**config.mk**
```make
export PLATFORM = sky130hd
export DESIGN_NAME = pair_match_engine
export DESIGN_NICKNAME = d
export VERILOG_FILES = /design/src/rtl/pair_match_engine.sv
export SDC_FILE = /design/constraint.sdc
export NUM_CORES = 1
export LEC_CHECK = 0
export CAP_MARGIN = 5
export CORE_ASPECT_RATIO = 0.8
export CORE_MARGIN = 1.5
export CORE_UTILIZATION = 35
export DETAILED_ROUTE_END_ITERATION = 6
export GPL_TIMING_DRIVEN = 0
export PLACE_DENSITY_LB_ADDON = 0.08
export SYNTH_ARGS = -nofsm -noshare
export SYNTH_HDL_FRONTEND = slang
export SYNTH_SLANG_ARGS = --single-unit
```
**constraint.sdc**
```tcl
create_clock -name clk -period 7.1 [get_ports clk]
set_clock_uncertainty 0.2 [all_clocks]
set_input_delay 1.775 -clock clk [delete_from_list [all_inputs] [get_ports clk]]
set_output_delay 1.775 -clock clk [all_outputs]
set_load 0.005 [all_outputs]
```
**src/rtl/pair_match_engine.sv**
```systemverilog
// pair_match_engine: turn sequencing for the tile-flip game.
// Turns switch rising edges into tile picks, compares each pair of picks,
// holds a mismatched pair on screen for REVEAL_CYCLES, counts tries, flags the win.
// Optional feature macro: PICK_CANCEL_EN (falling edge on the first pick's
// switch while waiting for the second pick withdraws the first pick).
module pair_match_engine #(
   parameter int NUM_TILES     = 16,
   parameter int VAL_W         = 3,
   parameter int REVEAL_CYCLES = 50000000,
   parameter int TRIES_W       = 8
) (
   input  logic                       clk,
   input  logic                       reset,
   input  logic                       new_game,
   input  logic [NUM_TILES-1:0]       switches,
   input  logic [NUM_TILES*VAL_W-1:0] tile_values,
   input  logic                       values_valid,
   output logic [NUM_TILES-1:0]       face_up,
   output logic [NUM_TILES-1:0]       matched_tiles,
   output logic [NUM_TILES-1:0]       mismatched_tiles,
   output logic [TRIES_W-1:0]         tries,
   output logic                       game_won,
   output logic                       busy
);

   localparam int IDX_W   = (NUM_TILES > 1) ? $clog2(NUM_TILES) : 1;
   localparam int TIMER_W = (REVEAL_CYCLES > 1) ? $clog2(REVEAL_CYCLES) : 1;

   typedef enum logic [2:0] {
      IDLE,
      PICK1,
      PICK2,
      COMPARE,
      SHOW_MISMATCH,
      WON
   } state_t;

   state_t               state_q, state_n;
   logic [NUM_TILES-1:0] face_up_q, face_up_n;
   logic [NUM_TILES-1:0] matched_q, matched_n;
   logic [NUM_TILES-1:0] mism_q, mism_n;
   logic [TRIES_W-1:0]   tries_q, tries_n;
   logic [TIMER_W-1:0]   timer_q, timer_n;
   logic [IDX_W-1:0]     first_q, first_n;
   logic [IDX_W-1:0]     second_q, second_n;
   logic [NUM_TILES-1:0] sw_prev;
   logic [VAL_W-1:0]     vals_q [NUM_TILES];

   logic [NUM_TILES-1:0] rise;
   logic [NUM_TILES-1:0] cand;
   logic [NUM_TILES-1:0] pair_mask;
   logic                 pick_any;
   logic [IDX_W-1:0]     pick_idx;
   logic                 cancel;
   logic                 load_vals;

   // Next-state and datapath updates; new_game overrides everything below it
   always_comb begin
      rise     = switches & ~sw_prev;
      cand     = rise & ~matched_q & ~face_up_q;
      pick_any = 1'b0;
      pick_idx = '0;
      for (int unsigned i = 0; i < NUM_TILES; i++) begin
         if (cand[i] && !pick_any) begin
            pick_any = 1'b1;
            pick_idx = IDX_W'(i);
         end
      end

      pair_mask           = '0;
      pair_mask[first_q]  = 1'b1;
      pair_mask[second_q] = 1'b1;

`ifdef PICK_CANCEL_EN
      cancel = (state_q == PICK2) && sw_prev[first_q] && !switches[first_q];
`else
      cancel = 1'b0;
`endif

      state_n   = state_q;
      face_up_n = face_up_q;
      matched_n = matched_q;
      mism_n    = mism_q;
      tries_n   = tries_q;
      timer_n   = timer_q;
      first_n   = first_q;
      second_n  = second_q;
      load_vals = 1'b0;

      case (state_q)
         IDLE: begin
            if (values_valid) begin
               load_vals = 1'b1;
               state_n   = PICK1;
            end
         end
         PICK1: begin
            if (pick_any) begin
               first_n             = pick_idx;
               face_up_n[pick_idx] = 1'b1;
               state_n             = PICK2;
            end
         end
         PICK2: begin
            if (cancel) begin
               face_up_n[first_q] = 1'b0;
               state_n            = PICK1;
            end else if (pick_any) begin
               second_n            = pick_idx;
               face_up_n[pick_idx] = 1'b1;
               state_n             = COMPARE;
            end
         end
         COMPARE: begin
            if (tries_q != '1) tries_n = tries_q + TRIES_W'(1);
            if (vals_q[first_q] == vals_q[second_q]) begin
               matched_n = matched_q | pair_mask;
               face_up_n = face_up_q & ~pair_mask;
               state_n   = (&matched_n) ? WON : PICK1;
            end else begin
               mism_n  = mism_q | pair_mask;
               timer_n = TIMER_W'(REVEAL_CYCLES - 1);
               state_n = SHOW_MISMATCH;
            end
         end
         SHOW_MISMATCH: begin
            if (timer_q == '0) begin
               face_up_n = '0;
               mism_n    = '0;
               state_n   = PICK1;
            end else begin
               timer_n = timer_q - TIMER_W'(1);
            end
         end
         WON: ;
         default: state_n = IDLE;
      endcase

      if (new_game) begin
         state_n   = IDLE;
         face_up_n = '0;
         matched_n = '0;
         mism_n    = '0;
         tries_n   = '0;
         timer_n   = '0;
         first_n   = '0;
         second_n  = '0;
         load_vals = 1'b0;
      end
   end

   // State and output registers; sw_prev tracks switches every cycle, reset included
   always_ff @(posedge clk) begin
      sw_prev <= switches;
      if (reset) begin
         state_q   <= IDLE;
         face_up_q <= '0;
         matched_q <= '0;
         mism_q    <= '0;
         tries_q   <= '0;
         timer_q   <= '0;
         first_q   <= '0;
         second_q  <= '0;
      end else begin
         state_q   <= state_n;
         face_up_q <= face_up_n;
         matched_q <= matched_n;
         mism_q    <= mism_n;
         tries_q   <= tries_n;
         timer_q   <= timer_n;
         first_q   <= first_n;
         second_q  <= second_n;
      end
   end

   // Snapshot of the shuffled values, taken once when leaving IDLE
   always_ff @(posedge clk) begin
      if (!reset && load_vals) begin
         for (int unsigned i = 0; i < NUM_TILES; i++) begin
            vals_q[i] <= tile_values[i*VAL_W +: VAL_W];
         end
      end
   end

   assign face_up          = face_up_q;
   assign matched_tiles    = matched_q;
   assign mismatched_tiles = mism_q;
   assign tries            = tries_q;
   assign game_won         = (state_q == WON);
   assign busy             = (state_q != PICK1) && (state_q != PICK2);

endmodule

```
Word-level counts from Yosys, hierarchy flattened --
Memory sizes are Yosys's and may differ from the RTL's. A register that Yosys moved wholly into a read port is not among the register bits. Index checks and enable logic that the tools add are counted.
Storage, ports and cells: output and inout bits 58, register bits after elaboration 109, memory bits (writable) 48, input port bits 68, logic and storage cells 161, memories kept 1
Memories:
- vals_q | depth 16, bits a word 3, rd ports 2, clocked after Yosys merged registers in 2, write ports 16, line 47 | logic [VAL_W-1:0] vals_q [NUM_TILES];
Cells by class: order comparisons 6, $add $sub $neg 2, bitwise operators 13, reductions and logical operators 51, eq/ne operators 17, muxes and demuxes 62
Operator list (number):
- two-way mux 4 bit | 18
- bitwise AND 16 bit | 4
- two-way mux 16 bit | 4
- inverter 16 bit | 4
- bitwise OR 16 bit | 4
- two-way mux 26 bit | 2
- case mux 26 bit (2 select lines) | 1
- case mux 16 bit (3 select lines) | 1
- case mux 16 bit (2 select lines) | 1
- logical NOT 26 bit | 1
- subtractor 26 x 1 -> 26 bit (second input constant) | 1
- two-way mux 1 bit | 25
- logical AND 1 bit | 20
- two-way mux 3 bit | 6
- case mux 3 bit (6 select lines) | 1
- logical NOT 1 bit | 16
- AND reduction 16 bit | 1
- less-than comparator 4 x 5 -> 1 bit (second input constant) | 3
- inequality test 2 bit (second input constant) | 7
- demux 1 bit (select 4 bit) | 3
- >= comparator 4 x 1 -> 1 bit (second input constant) | 3
- adder 8 x 1 -> 8 bit (second input constant) | 1
- inequality test 8 bit (second input constant) | 1
- AND reduction 2 bit | 4
- 15 further kinds | 19

Logic depth before layout (Yosys ltp) --
word-level depth 57, depth in mapped cells 9, gate-level depth less buffers 8

Least setup slack after synthesis --
Ideal clock, no wire load.
kind input to register, start point in new_game, end point mem vals_q[0][0], enable pin, buffers on the path 2, setup time 0.513 ns, stages 4, data required time 6.387 ns, data arrival time 5.785 ns, setup slack 0.602 ns, path through or2_2 clkbuf_1 clkbuf_1 nor3_1
RTL lines:
- from (decl) | line 14 | input logic new_game,
- to (decl) | line 47

Final worst setup path --
start point in switches[3], end point reg face_up_q[10] (netlist: face_up[10])
Between the ends: cells in the longest elaborated chain, start to end 48, elaborated cells on any way between the ends 64, classes of those cells order compare (2); eq/ne (1); mux (30); bitwise (4); reduce/logical (27)
RTL lines:
- from (decl) | line 15 | input logic [NUM_TILES-1:0] switches,
- bitwise AND 16 bit (*) | line 59 | rise = switches & ~sw_prev;
- bitwise AND 16 bit (*) (2 in series) | line 60 | cand = rise & ~matched_q & ~face_up_q;
- logical AND 1 bit (*) | line 64 | if (cand[i] && !pick_any) begin
- two-way mux 1 bit | line 64
- logical NOT 1 bit | line 64
- logical AND 1 bit | line 64
- two-way mux 1 bit | line 64
- logical NOT 1 bit | line 64
- (+31 left out)
- two-way mux 4 bit | line 64
- less-than comparator 4 x 5 -> 1 bit (implied by the code) / >= comparator 4 x 1 -> 1 bit (equally long branches) | line 100, 110
- logical AND 1 bit (implied by the code) | line 100, 110
- two-way mux 1 bit (implied by the code) | line 100, 110
- demux 1 bit (select 4 bit) | line 100, 110
- bitwise OR 16 bit (no line)
- two-way mux 16 bit | line 98, 108
- case mux 16 bit (3 select lines) | line 90 | case (state_q)
- to (signal assigned) | line 166 | face_up_q <= face_up_n;
- to (decl) | line 39 | logic [NUM_TILES-1:0] face_up_q, face_up_n;
Mark *: on every way between the ends. The rest lies on a longest branch, timed or not. The select of a mux whose other input is x is not followed. A chain may end at the register's enable or synchronous reset.

==> results.md <==
- The flow ran to the end, and the final reports show no timing, DRC or antenna violations.
- TritonCTS built the clock tree.
- During I/O placement, the number of pins put on the boundary was 126.
- The number of global-route vias before repair came to 5,793.
- The worst path needs 4.77 ns of the cycle, external delays included.
- The insertion delay to the later sink of the worst-skew pair is 0.44 ns.
- Setup violations remaining at the end of the flow were counted as 0.
- The initial antenna violation count is 1.
- The critical path is of the in -> reg type.
- For this design the ratio of total power to cell area is 222 nW/µm².
- Static timing analysis puts the maximum clock frequency at 0.210 GHz.
- STA classifies the critical path startpoint as an input pin.
- After synthesis, the share of flip-flops with an asynchronous set or reset is 0%.
- The first global-routing pass estimated 33,400 µm of wire.
- CTS placed an instance of sky130_fd_sc_hd__clkbuf_16 at the clock tree root.
- The DRC violations left is 0.
- The share of synthesized area in the top cell type comes to 32.2%.
- The cell area that synthesis handed to floorplanning was 7280 µm².
- The total area inside the core boundary comes to 20,100 µm².
- Among all flip-flop cells after synthesis, the most frequent one is sky130_fd_sc_hd__dfxtp_1.
- The most used cell along the critical path is sky130_fd_sc_hd__clkbuf_1.
- The Yosys step of the flow raised 0 warnings.
- After clock tree synthesis, the clock-pin slew on the worst setup and hold paths is 0.07 ns.
- Fill cells in the final layout number 1,826.
- Data on the critical path is required at its endpoint by 7.28 ns.
- The routed design has 21,500 µm of wire.
- In this run the worst path has a maximum fanout of 10.
- The first detailed-routing pass took 6 iterations.
- The number of cell instances on the worst register-to-register path is 9.
- Total power for the finished layout comes to 0.00212 W.
- The number of antenna diodes in the final layout is 0.
- STA classifies the critical path endpoint as a flop.
- The worst register-to-register path ends at matched_tiles[15].
- The combined buffer and inverter count along the critical path is 3.
- Dividing the final minimum period by the clock period gives 67.2%.
- The total count of max-transition violations in the final report is 0.
- Once the floorplan was initialized, standard cells occupied 36.2% of the core.
- After the first detailed-routing iteration, the DRC count stood at 526.
- The signal on the critical path passes through clkdlybuf4s50_1 -> or4b_2 -> nand4_1 -> or3_1 -> clkbuf_1 -> o21ai_0 -> clkbuf_1 -> nor3_1 -> o221a_2.
- The synthesized design spends more area on one cell type than any other, namely sky130_fd_sc_hd__dfxtp_1.
- Counting flops with a built-in enable in the synthesized netlist gives 48.
- At the end of the flow, the number of nets in the layout was 885.
- Setup repair after global routing left no endpoint under its margin.
- The register-to-register path setup slack is 3.23 ns.
- The count of hold buffers inserted by post-cts repair is 0.
- The average detailed-routed wire length per instance is 19.7 µm.
- The slack of the critical path is 2.33 ns.
- No sink is reached through more buffers than the 2 on the longest clock path.
- The post-place instance area is 8910 µm².
- The number of instances in the placed design is 1,059.
- The delay of the slowest cell on the worst path is 0.68 ns.
- The sequential cell area fraction in the yosys report is 52.0%.
- The number of H-tree levels is 4.
- The synthesized design contains 165 register bits.
- Ranked by instance count, the synthesized netlist is headed by 117 x sky130_fd_sc_hd__dfxtp_1, 66 x sky130_fd_sc_hd__nor2_1, 58 x sky130_fd_sc_hd__a21oi_1.
- For this design, the slowest cell found on the critical path is sky130_fd_sc_hd__or4b_2.
- In the routed layout, each cell is associated on average with a via count of 5.61.
- Clock tree synthesis inserted a total of 17 buffers.
- The worst hold path endpoint is mismatched_tiles[14].
- The routed layout has 6,127 vias.
- The total nets after synthesis is 736.
- Global routing finished with a remaining overflow of 0.
- From synthesis to final layout, the design area changed by 31.0%.
- The count of buffers added on input and output ports is 125.
- The count of placed standard cells in the final layout, fillers left out is 1,092.
- Once detail routing completed, the nets flagged for antenna violations numbered 0.
- The post-route netlist has 13.6% of its cells at a drive strength greater than 1.
- The average size of a mapped cell is 10.9 µm².
- At the worst endpoint, the arrival time is 4.95 ns.
- Timing analysis after detailed placement gives a worst setup slack of 1.67 ns.
- The final instance area is 9540 µm².
- The worst hold path begins at mismatched_tiles[14].
- The height of the die is 132 µm.
- In this run the static leakage power is 3.19 nW.
- The die is 164 µm wide.
- The largest vdd supply drop is 121 µV.
- In the post-synthesis netlist, the biggest area contributors are sky130_fd_sc_hd__dfxtp_1 32%, sky130_fd_sc_hd__edfxtp_1 20%, sky130_fd_sc_hd__mux4_2 7.4%.
- The post-cts repair resize count is 0.
- The floorplan has 46 rows.
- The final hold violation count is 0.
- The number of unique standard cell types used by synthesis is 60.
- The total half-perimeter wirelength after legalization and detailed placement is 16,000 µm.
- The worst min-delay path category is reg -> reg.
- The total of max-cap violations is 0.
- The largest net degree at the start of global routing is 17.
- After clock tree synthesis, the setup repair step added 0 buffers.
- Headroom to the max-slew limit came out at 20.8%.
- The worst hold path cell count is 1.
- Global routing used 20.4% of the available tracks.
- The actual transition at the worst max-transition pin is 1.18 ns.
- The clock sink count is 165.
- The last weighted congestion value of the routability-driven placer is 0.861.
- Synthesis produced 666 cells.
- The floorplan step defined a die boundary enclosing 21,700 µm².
- In the post-synthesis netlist, the cell with the most instances is sky130_fd_sc_hd__dfxtp_1.
- On the critical path the largest part of the delay comes from simple AND/OR/NAND/NOR gates.
how the worst max path moves through the flow:
stage | end | cells past startpoint | from | slack (ns)
after global placement | vals_q[0][1] | 5 | new_game | -1.23
after CTS | face_up[10] | 8 | switches[9] | 2.11
final | face_up[10] | 9 | switches[3] | 2.33
after floorplan | vals_q[0][0] | 4 | new_game | 0.60
after detailed placement | face_up[10] | 8 | switches[9] | 1.67
after global routing | face_up[3] | 9 | switches[3] | 2.24
per-stage QoR:
step	utilization [%]	hold WS (ns)	TNS, ns
finish	47.5	0.282	0
CTS	47.4	0.285	0
global placement	44.1	0.266	-59.14
floorplan	-	0.258	0
detailed placement	44.4	0.270	0
global route	47.5	0.304	0
cells in the final DEF (no fill, tap or decap), types with 4 or more instances in the layout:
cell type / Yosys / layout
sky130_fd_sc_hd__nand4b_1: 4 / 4
sky130_fd_sc_hd__buf_2: 7 / 7
sky130_fd_sc_hd__nand2_1: 31 / 31
sky130_fd_sc_hd__nor3_1: 20 / 19
sky130_fd_sc_hd__clkbuf_16: 0 / 17
sky130_fd_sc_hd__nor4b_1: 11 / 11
sky130_fd_sc_hd__inv_1: 7 / 7
sky130_fd_sc_hd__o22ai_1: 24 / 24
sky130_fd_sc_hd__or4b_2: 10 / 10
sky130_fd_sc_hd__nand4_1: 8 / 8
sky130_fd_sc_hd__a22oi_1: 6 / 6
sky130_fd_sc_hd__dfxtp_1: 117 / 117
sky130_fd_sc_hd__clkbuf_1: 20 / 20
sky130_fd_sc_hd__nor2_1: 66 / 66
sky130_fd_sc_hd__edfxtp_1: 48 / 48
sky130_fd_sc_hd__o221a_2: 13 / 13
sky130_fd_sc_hd__nor4_1: 10 / 10
sky130_fd_sc_hd__mux2i_1: 5 / 5
sky130_fd_sc_hd__a21oi_1: 58 / 58
sky130_fd_sc_hd__or2_2: 7 / 7
sky130_fd_sc_hd__nor2b_1: 6 / 6
sky130_fd_sc_hd__a211oi_1: 6 / 6
sky130_fd_sc_hd__clkdlybuf4s50_1: 0 / 125
sky130_fd_sc_hd__a22o_1: 16 / 16
sky130_fd_sc_hd__nand2b_1: 13 / 13
sky130_fd_sc_hd__inv_6: 0 / 4
sky130_fd_sc_hd__o21ai_0: 13 / 13
sky130_fd_sc_hd__mux4_2: 24 / 24
sky130_fd_sc_hd__buf_6: 0 / 4
sky130_fd_sc_hd__xnor2_1: 11 / 11
sky130_fd_sc_hd__or3_1: 9 / 9
sky130_fd_sc_hd__or4_1: 6 / 6
sky130_fd_sc_hd__xor2_1: 18 / 18
sky130_fd_sc_hd__nand3_1: 25 / 25
power by group:
part | total [W] | internal, W | switching (W)
logic | 0.000143 | 0.0000696 | 0.0000735
registers | 0.000993 | 0.000985 | 0.00000819
clock network | 0.000981 | 0.000564 | 0.000418
total | 0.00212 | 0.00162 | 0.000499
area by class of cell:
cell class | instances | area, µm² | share of cell area (%)
Buffer | 27 | 110 | 1.15
Clock buffer | 17 | 425 | 4.46
Clock inverter | 15 | 193 | 2.02
Inverter | 7 | 26.3 | 0.276
Multi-Input combinational cell | 467 | 3370 | 35.3
Sequential cell | 165 | 3780 | 39.7
Tap cell | 264 | 330 | 3.46
Timing Repair Buffer | 130 | 1300 | 13.6
registers in the layout, indices dropped and copies added (netlist names), named ones only:
signal            cells
tries                 8
sw_prev              16
second_q              4
face_up              16
matched_tiles        16
timer_q              26
state_q               3
vals_q               48
first_q               4
mismatched_tiles     16
cells by family after synthesis:
kind of cell    after synthesis  share of synthesized area [%]
buf+inv                      34                           1.87
fa+ha+maj                     2                          0.344
mux                          29                           8.11
simple gates                246                           19.1
flops                       165                           52.0
compound gates              161                           15.1
xor+xnor                     29                           3.49
worst reg2reg max path, delay by kind of cell, from the launching register on:
kind | cells | cell delay (ns)
flops | 1 | 0.38
simple gates | 3 | 1.11
xor+xnor | 1 | 0.26
buf+inv | 2 | 1.06
mux | 1 | 0.45
compound gates | 2 | 0.34
routing by layer:
metal / up-vias / track usage [%] / share of wire [%]
met3: 22 / 4.09 / 7.2
met4: 2 / 6.52 / 1.3
met5: - / 0 / 0.056
li1: 2876 / - / -
met2: 256 / 30.4 / 44
met1: 2971 / 29.4 / 48
Power figures use the tool's default switching activity.
